===== src/rtl/button_led_ctrl.sv =====
// N-channel pushbutton front end: 2-flop synchroniser, debounce, press/release
// events, and a registered LED driver with follow/toggle/blink/off modes.
module button_led_ctrl #(
  parameter int N_CH           = 5,
  parameter int DB_CYCLES      = 50000,
  parameter int BLINK_HALF     = 6000000,
  parameter int ACTIVE_LOW_BTN = 0
) (
  input  logic            CLK,
  input  logic            RST_N,
  input  logic [N_CH-1:0] BUTTON,
  input  logic [1:0]      MODE,
  output logic [N_CH-1:0] LED,
  output logic [N_CH-1:0] PRESS,
  output logic [N_CH-1:0] RELEASE
);

  localparam int CW = (DB_CYCLES > 0) ? $clog2(DB_CYCLES + 1) : 1;
  localparam int BW = (BLINK_HALF > 1) ? $clog2(BLINK_HALF) : 1;
  localparam logic [CW-1:0] CNT_LAST  = CW'(DB_CYCLES - 1);
  localparam logic [BW-1:0] BCNT_LAST = BW'(BLINK_HALF - 1);

  typedef enum logic [1:0] {
    MODE_FOLLOW = 2'b00,
    MODE_TOGGLE = 2'b01,
    MODE_BLINK  = 2'b10,
    MODE_OFF    = 2'b11
  } mode_e;

  logic [N_CH-1:0] sync_p0;
  logic [N_CH-1:0] sync_p1;
  logic [N_CH-1:0] s_p1;

  logic [N_CH-1:0] db;
  logic [N_CH-1:0] db_nxt;
  logic [CW-1:0]   cnt     [N_CH];
  logic [CW-1:0]   cnt_nxt [N_CH];
  logic [N_CH-1:0] press_nxt;
  logic [N_CH-1:0] release_nxt;
  logic [N_CH-1:0] tgl;
  logic [N_CH-1:0] tgl_nxt;

  logic [BW-1:0]   bcnt;
  logic [BW-1:0]   bcnt_nxt;
  logic            phase;
  logic            phase_nxt;
  logic            bwrap;

  logic [N_CH-1:0] led_nxt;

  // Stage p0/p1: metastability synchroniser; polarity fixed after the second flop
  always_ff @(posedge CLK or negedge RST_N) begin
    if (!RST_N) begin
      sync_p0 <= '0;
      sync_p1 <= '0;
    end else begin
      sync_p0 <= BUTTON;
      sync_p1 <= sync_p0;
    end
  end

  assign s_p1 = sync_p1 ^ {N_CH{ACTIVE_LOW_BTN != 0}};

  // Debounce stage: a level is accepted only after DB_CYCLES consecutive disagreeing samples
  always_comb begin
    db_nxt      = db;
    cnt_nxt     = cnt;
    press_nxt   = '0;
    release_nxt = '0;
    tgl_nxt     = tgl;
    for (int i = 0; i < N_CH; i++) begin
      if (s_p1[i] == db[i]) begin
        cnt_nxt[i] = '0;
      end else if (cnt[i] == CNT_LAST) begin
        db_nxt[i]      = s_p1[i];
        cnt_nxt[i]     = '0;
        press_nxt[i]   = s_p1[i];
        release_nxt[i] = ~s_p1[i];
        tgl_nxt[i]     = tgl[i] ^ s_p1[i];
      end else begin
        cnt_nxt[i] = cnt[i] + 1'b1;
      end
    end
  end

  always_ff @(posedge CLK or negedge RST_N) begin
    if (!RST_N) begin
      db      <= '0;
      tgl     <= '0;
      PRESS   <= '0;
      RELEASE <= '0;
      for (int i = 0; i < N_CH; i++) begin
        cnt[i] <= '0;
      end
    end else begin
      db      <= db_nxt;
      tgl     <= tgl_nxt;
      PRESS   <= press_nxt;
      RELEASE <= release_nxt;
      for (int i = 0; i < N_CH; i++) begin
        cnt[i] <= cnt_nxt[i];
      end
    end
  end

  // Blink timebase, shared by all channels
  always_comb begin
    bwrap     = (bcnt == BCNT_LAST);
    bcnt_nxt  = bwrap ? '0 : bcnt + 1'b1;
    phase_nxt = phase ^ bwrap;
  end

  always_ff @(posedge CLK or negedge RST_N) begin
    if (!RST_N) begin
      bcnt  <= '0;
      phase <= 1'b0;
    end else begin
      bcnt  <= bcnt_nxt;
      phase <= phase_nxt;
    end
  end

  // Output stage: LED is registered so a MODE change lands one edge later
  always_comb begin
    led_nxt = '0;
    case (mode_e'(MODE))
      MODE_FOLLOW: led_nxt = db;
      MODE_TOGGLE: led_nxt = tgl;
      MODE_BLINK:  led_nxt = tgl & {N_CH{phase}};
      MODE_OFF:    led_nxt = '0;
      default:     led_nxt = '0;
    endcase
  end

  always_ff @(posedge CLK or negedge RST_N) begin
    if (!RST_N) begin
      LED <= '0;
    end else begin
      LED <= led_nxt;
    end
  end

endmodule

===== config.mk =====
export PLATFORM = sky130hd
export DESIGN_NAME = button_led_ctrl
export DESIGN_NICKNAME = d
export VERILOG_FILES = /design/src/rtl/button_led_ctrl.sv
export SDC_FILE = /design/constraint.sdc
export NUM_CORES = 1
export LEC_CHECK = 0
export ABC_CLOCK_PERIOD_IN_PS = 3500
export BUFFER_PORTS_ARGS = -buffer_cell sky130_fd_sc_hd__buf_4
export CAP_MARGIN = 20
export CORE_AREA = 4 4 150 152
export DETAILED_ROUTE_END_ITERATION = 8
export DIE_AREA = 0 0 154 156
export HOLD_SLACK_MARGIN = 0.15
export MAX_ROUTING_LAYER = met4
export SYNTH_ARGS = -nofsm -noshare
export SYNTH_HDL_FRONTEND = slang
export SYNTH_SLANG_ARGS = --single-unit
export TNS_END_PERCENT = 30

===== constraint.sdc =====
create_clock -name CLK -period 3.5 [get_ports CLK]
set_clock_uncertainty 0.05 [all_clocks]
set_input_delay 0.175 -clock CLK [delete_from_list [all_inputs] [get_ports CLK]]
set_output_delay 0.175 -clock CLK [all_outputs]
set_load 0.1 [all_outputs]

==> metrics.cfg, run 1 <==
[logic_synthesis]
postSynthAreaPerCell_sq_um = 10.66
yosys-top-cells-count = 139 x dfrtp_1, 76 x nor2_1, 42 x xor2_1
synth_area_sq_um = 6269
synthTopCellsByArea = dfrtp_1 55%, xor2_1 5.9%, xnor2_1 5.7%, nor2_1 4.6%, nand4_1 3.5%
synth_cell_types = 35
synth_edf_count = 0
synth_cells = 588
synth-main-ff-cell = dfrtp_1
synth_top_area_cell = dfrtp_1
synth.net_count = 603
yosysMostFrequentCell = dfrtp_1
synth_seq_cells = 139
ys_seq_area_share_pct = 55.49
synth_warnings = 0
synth_top_area_share_pct = 55.49
synthArstFlopShare_pct = 100.0

[final_layout]
regArea_sq_um = 3478
drive_gt1_share_pct = 10.00
final_nets = 644
n_antenna_cell = 0
area_delta_synth_final_pct = 18.46
nFillCells = 2096
fin_area_sq_um = 7426
multi_input_area_sq_um = 2710
fin_cells = 915

[sta]
fin_crit_ns = 2.131
rsz0062_at_grt = false
fmaxAchievable_mhz = 469.2
setup_viol = 0
hold_viol = 0
setup_tns_ns = 0
period_share_pct = 60.89
max_slew.worst_pin.slew_ns = 0.8131
hold_slack_ns = 0.2972
relSlewSlack_pct = 45.59
maxSlewViolCount = 0

[pwr]
vdd_drop_max_mv = 0.3808
power.total_mw = 3.506
power_density_nw_per_um2 = 472.1
p_leak_nw = 3.184

[place]
dp.cells = 876
dpl_cell_area_sq_um = 6758
place_congestion = 0.8272
place_hpwl_mm = 7.765
numPortBuffers = 23

[detailed_routing]
drt_first_pass_iters = 4
route.met3.wl_microns = 345
routed.top_layer = met4
drcViolationCount = 0
wire_per_inst_microns = 13.14
wirelength_mm = 12.02
vias_per_cell = 4.743
route.met2.wl_mm = 5.291
num_vias = 4340
antenna_left = 0
drtIter0Drc = 263
drt-met1-wl_mm = 6.164

[flow_run]
drv_cap = 0

[clock_tree]
cts_num_sinks = 139
cts_buffers = 17
htree_levels = 4
cts_tree = done
cts_resized = 0
cts_buffer_depth = 2
root_buffer = clkbuf_16
clkLatencyLatePin_ns = 0.42
cts.clk_slew.worst_paths_ns = 0.06

[grt]
grt.overflow.total = 0
grt_max_degree = 85
grt_first_pass_wirelength_mm = 21.39
antenna_found_initial = 0
first_global_vias = 4325
grt_use_total_pct = 11.21

[die]
die_h_microns = 156
rows = 53
die_width_microns = 154
die-area_sq_um = 24020
pin_count = 24
start_util_pct = 29.82
core_area_sq_um = 21020

[setup_path]
startpoint_type = flop
path_class = flop to flop
critPathMaxFanout = 12
cp.required_ns = 3.71
cp-end-kind = flop
cp.arrival_ns = 2.34

[min_path]
hold_path.class = flop to flop

[status]
status = complete, no violations

==> layer usage <==
metal / vias to the layer above / global-route usage, %
met1: 2100 / 15.13
met5: - / -
li1: 2173 / -
met4: 0 / 4.626
met3: 18 / 2.940
met2: 49 / 15.99
==> registers in the layout (all words and copies together) (netlist names), 5 cells and up <==
| name | cells |
|---|---|
| LED | 5 |
| db | 5 |
| cnt | 80 |
| tgl | 5 |
| RELEASE | 5 |
| sync_p0 | 5 |
| bcnt | 23 |
| PRESS | 5 |
| s_p1 | 5 |
==> metrics by stage <==
stage / worst slack, ns / util, %
after global routing: 1.135 / 35.33
final: 1.369 / 35.33
after detailed placement: 1.314 / 32.15
after floorplan: 1.594 / -
after global placement: 1.410 / 32.15
after CTS: 1.309 / 35.33
==> cell usage in the layout, fill, tap and decap left out, drive strengths merged, types with 5 or more instances in the layout <==
master,n
a21oi,16
and3,22
and4,5
buf,25
clkbuf,23
dfrtp,139
dlygate4sd3,9
ha,6
inv,9
mux2,5
mux2i,6
nand2,33
nand3,35
nand4,35
nor2,76
nor3,12
nor3b,9
nor4,13
nor4b,5
nor4bb,10
o21ai,17
o31ai,7
or3,13
or4,8
xnor2,41
xor2,42
==> cells by family after synthesis <==
kind of cell	after synthesis	share of synthesized area [%]
compound gates	42	3.713
xor+xnor	83	11.60
fa+ha+maj	6	1.198
buf+inv	21	1.277
flops	139	55.49
mux	11	1.856
simple gates	286	24.87
==> worst max-delay path, cell delays in order, from the launching register on <==
cell     delay (ns)
dfrtp_1        0.38
ha_1           0.21
and3_1         0.27
nand4_1        0.18
nor2_1         0.67
o21ai_0        0.20
==> cell type report <==
type                            count  area share [%]
Sequential cell                   139           46.84
Multi-Input combinational cell    428           36.50
Clock buffer                       23           6.571
Tap cell                          275           4.634
Timing Repair Buffer               34           3.791
Clock inverter                      7           1.213
Inverter                            9          0.4549
==> report_power, final <==
group | total (mW) | internal, mW | switching [mW]
registers | 1.65 | 1.63 | 0.0185
clock network | 1.77 | 1.11 | 0.658
logic | 0.0898 | 0.0300 | 0.0599
total | 3.51 | 2.77 | 0.736
==> what timing repair did <==
action / in CTS / in global routing
hold buffers: 9 / 0
hold endpoints to repair: 92 / 0
setup endpoints to repair: 0 / 0
setup buffers: 0 / 0
==> final timing paths <==
path                       startpoint        to  slack (ns)  cells after the start
setup / recovery              bcnt[0]   bcnt[5]        1.37                      5
hold / removal             sync_p0[0]   s_p1[0]        0.30                      0
max in group asynchronous       RST_N  bcnt[15]        2.18                      3
min in group asynchronous       RST_N   cnt[17]        0.31                      2
setup reg to reg              bcnt[0]   bcnt[5]        1.37                      5
hold reg to reg            sync_p0[0]   s_p1[0]        0.30                      0
Power figures use the tool's default switching activity.
==> inputs of run 2 (changes only) <==
Settings changed: ABC_CLOCK_PERIOD_IN_PS 3500 to 1750.
Clock period 3.5 ns to 1.75 ns, I/O delays scaled along.
==> run 2 against run 1 <==
Compared with the run above: the run now ends with setup timing left; die area did not move; critical path depth did not move; sequential share of layout area fell by 4.6 points; via count rose by 7.8%; hold slack got worse by 0.028 ns; wire length rose by 8.7%; cell count rose by 9.0%; sequential power rose by 99%; power rose by 110%; core utilization rose by 3.9 points; critical endpoint is now bcnt[22]; highest routed layer unchanged.
==> metrics.cfg, run 2 (synthesis gave the netlist of run 1 again) <==
[sta]
hold_slack_ns = 0.2696  ; -0.02760 ns
setup_viol = 1  ; +1
max_slew.worst_pin.slew_ns = 0.4004  ; -0.4128 ns
relSlewSlack_pct = 73.06  ; +27 points
period_share_pct = 101.8  ; +41 points
rsz0062_at_grt = true
fin_crit_ns = 1.781  ; -0.3505 ns
fmaxAchievable_mhz = 561.6  ; +20%
setup_slack_ns = -0.03067  ; -1.399 ns
maxSlewViolCount = 0  ; unchanged
hold_viol = 0  ; unchanged
setup_tns_ns = -0.03067  ; -0.03067 ns

[final_layout]
final_common_cell = dfrtp_1
fin_area_sq_um = 8242  ; +11%
post-route-util_pct = 39.21  ; +3.9 points
multi_input_area_sq_um = 2805  ; +3.5%
regArea_sq_um = 3481  ; about the same
largest_reg_flops = 80  ; unchanged
drive_gt1_share_pct = 23.13  ; +13 points
regMostFlops = cnt
nFillCells = 2039  ; -2.7%
n_antenna_cell = 0  ; unchanged
area_delta_synth_final_pct = 31.48
layout_common_cells = 137 x dfrtp_1, 100 x buf_4, 75 x nor2_1
final_nets = 724  ; +12%
reg.largest.list = cnt (80), bcnt (23)
fin_cells = 997  ; +9.0%

[setup_path]
crit_buf_inv = 0  ; unchanged
timing.rr.end = bcnt[22]
crit_slowest_cell = or4_4
path_class = flop to flop
startpoint_type = flop
worstSetupStartpoint = bcnt[0]
cp.required_ns = 2.05  ; -1.66 ns
crit_family = simple AND/OR/NAND/NOR gates
cp-end-kind = flop
cp.arrival_ns = 2.08  ; -0.26 ns
r2r_setup_slack_ns = -0.03  ; -1.40 ns
path_cells = ha_2 -> nand3_2 -> or4_4 -> or4_4 -> a21oi_2
critPathMaxFanout = 3  ; -9
reg2reg_depth = 5  ; unchanged
max_stage_delay_ns = 0.44  ; -0.23 ns
path_common_cell = or4_4
r2r-start = bcnt[0]

[clock_tree]
cts.clk_slew.worst_paths_ns = 0.06  ; about the same
clkLatencyLatePin_ns = 0.42  ; about the same
cts_buffers = 17  ; unchanged
htree_levels = 4  ; unchanged
cts_buffer_depth = 2  ; unchanged
root_buffer = clkbuf_16
cts_tree = done
cts_num_sinks = 139  ; unchanged

[grt]
grt.overflow.total = 0  ; unchanged
grt_max_degree = 43  ; -49%
antenna_found_initial = 0  ; unchanged
first_global_vias = 4696  ; +8.6%
grt_use_total_pct = 11.78  ; +0.57 points
grt_first_pass_wirelength_mm = 22.49  ; +5.1%

[min_path]
hold_path.class = primary input to flop
min_to = sync_p0[0]
hold_depth = 2  ; +2
hp-start = BUTTON[0]

[detailed_routing]
wire_per_inst_microns = 13.11  ; -0.25%
num_vias = 4677  ; +7.8%
drtIter0Drc = 230  ; -13%
drt_first_pass_iters = 4  ; unchanged
antenna_left = 0  ; unchanged
drcViolationCount = 0  ; unchanged
wirelength_mm = 13.07  ; +8.7%
vias_per_cell = 4.691  ; -1.1%

[pwr]
p_leak_nw = 3.636  ; +14%
vdd_drop_max_mv = 0.6837  ; +80%
power_density_nw_per_um2 = 906.2  ; +92%

[die]
die_h_microns = 156  ; unchanged
die_width_microns = 154  ; unchanged
pin_count = 24  ; unchanged
die-area_sq_um = 24020  ; unchanged
core_area_sq_um = 21020  ; unchanged
rows = 53  ; unchanged
start_util_pct = 29.82  ; unchanged

[place]
place_hpwl_mm = 9.116  ; +17%
dp.cells = 954  ; +8.9%
numPortBuffers = 23  ; unchanged
dpl_cell_area_sq_um = 7376  ; +9.1%
place_congestion = 0.8165  ; -1.3%

[status]
violations = setup timing
status = finished, violations left

[flow_run]
drv_cap = 0  ; unchanged

-- run 2: cell types whose count changed in the layout (fill, tap and decap cells not counted), moves of 3 or more --
cell     previous run  this run
buf_4              24       100
nor3b_1             9         5
nor3b_2             0         4
or4_1               8         5
or4_4               0         3
-- run 2: power breakdown --
group,total (mW),switching [mW],internal (mW)
Combinational,0.223,0.131,0.0924
Clock,3.95,1.34,2.62
Sequential,3.29,0.0371,3.26
Total,7.47,1.51,5.96
-- run 2: layout make-up --
type / count / area share [%]
Sequential cell: 139 / 42.23
Clock buffer: 23 / 6.164
Tap cell: 275 / 4.175
Clock inverter: 9 / 1.898
Multi-Input combinational cell: 428 / 34.04
Inverter: 9 / 0.4099
Timing Repair Buffer: 114 / 11.08
-- run 2: through the flow --
step	total power [mW]	setup slack, ns
after global routing	7.751	-0.07882
after CTS	7.567	-0.004922
after floorplan	3.410	-0.05808
final	7.468	-0.03067
after detailed placement	3.560	-0.01234
after global placement	3.557	0.03072
-- run 2: repair_timing --
item,4_1_cts,5_1_grt
gates resized for setup,2,20
endpoints found under the setup margin,2,29
hold buffers,10,0
endpoints found under the hold margin,149,0
setup buffers,0,1
pin swaps,0,7
-- run 2: how the worst max path moves through the flow --
stage	end	slack, ns	cells after the start
after floorplan	bcnt[22]	-0.06	6
after global placement	bcnt[22]	0.03	5
after detailed placement	bcnt[22]	-0.01	4
after CTS	bcnt[22]	-0.005	5
after global routing	bcnt[22]	-0.08	5
final	bcnt[22]	-0.03	5
-- run 2: metal layers --
metal / wire [microns] / vias to the layer above / part of all wire, % / track usage (%)
li1: - / 2331 / - / -
met1: 6463 / 2277 / 49 / 15.09
met2: 6090 / 53 / 47 / 17.95
met3: 338 / 16 / 2.6 / 3.412
met4: 175 / 0 / 1.3 / 4.037
met5: 0 / - / 0 / -
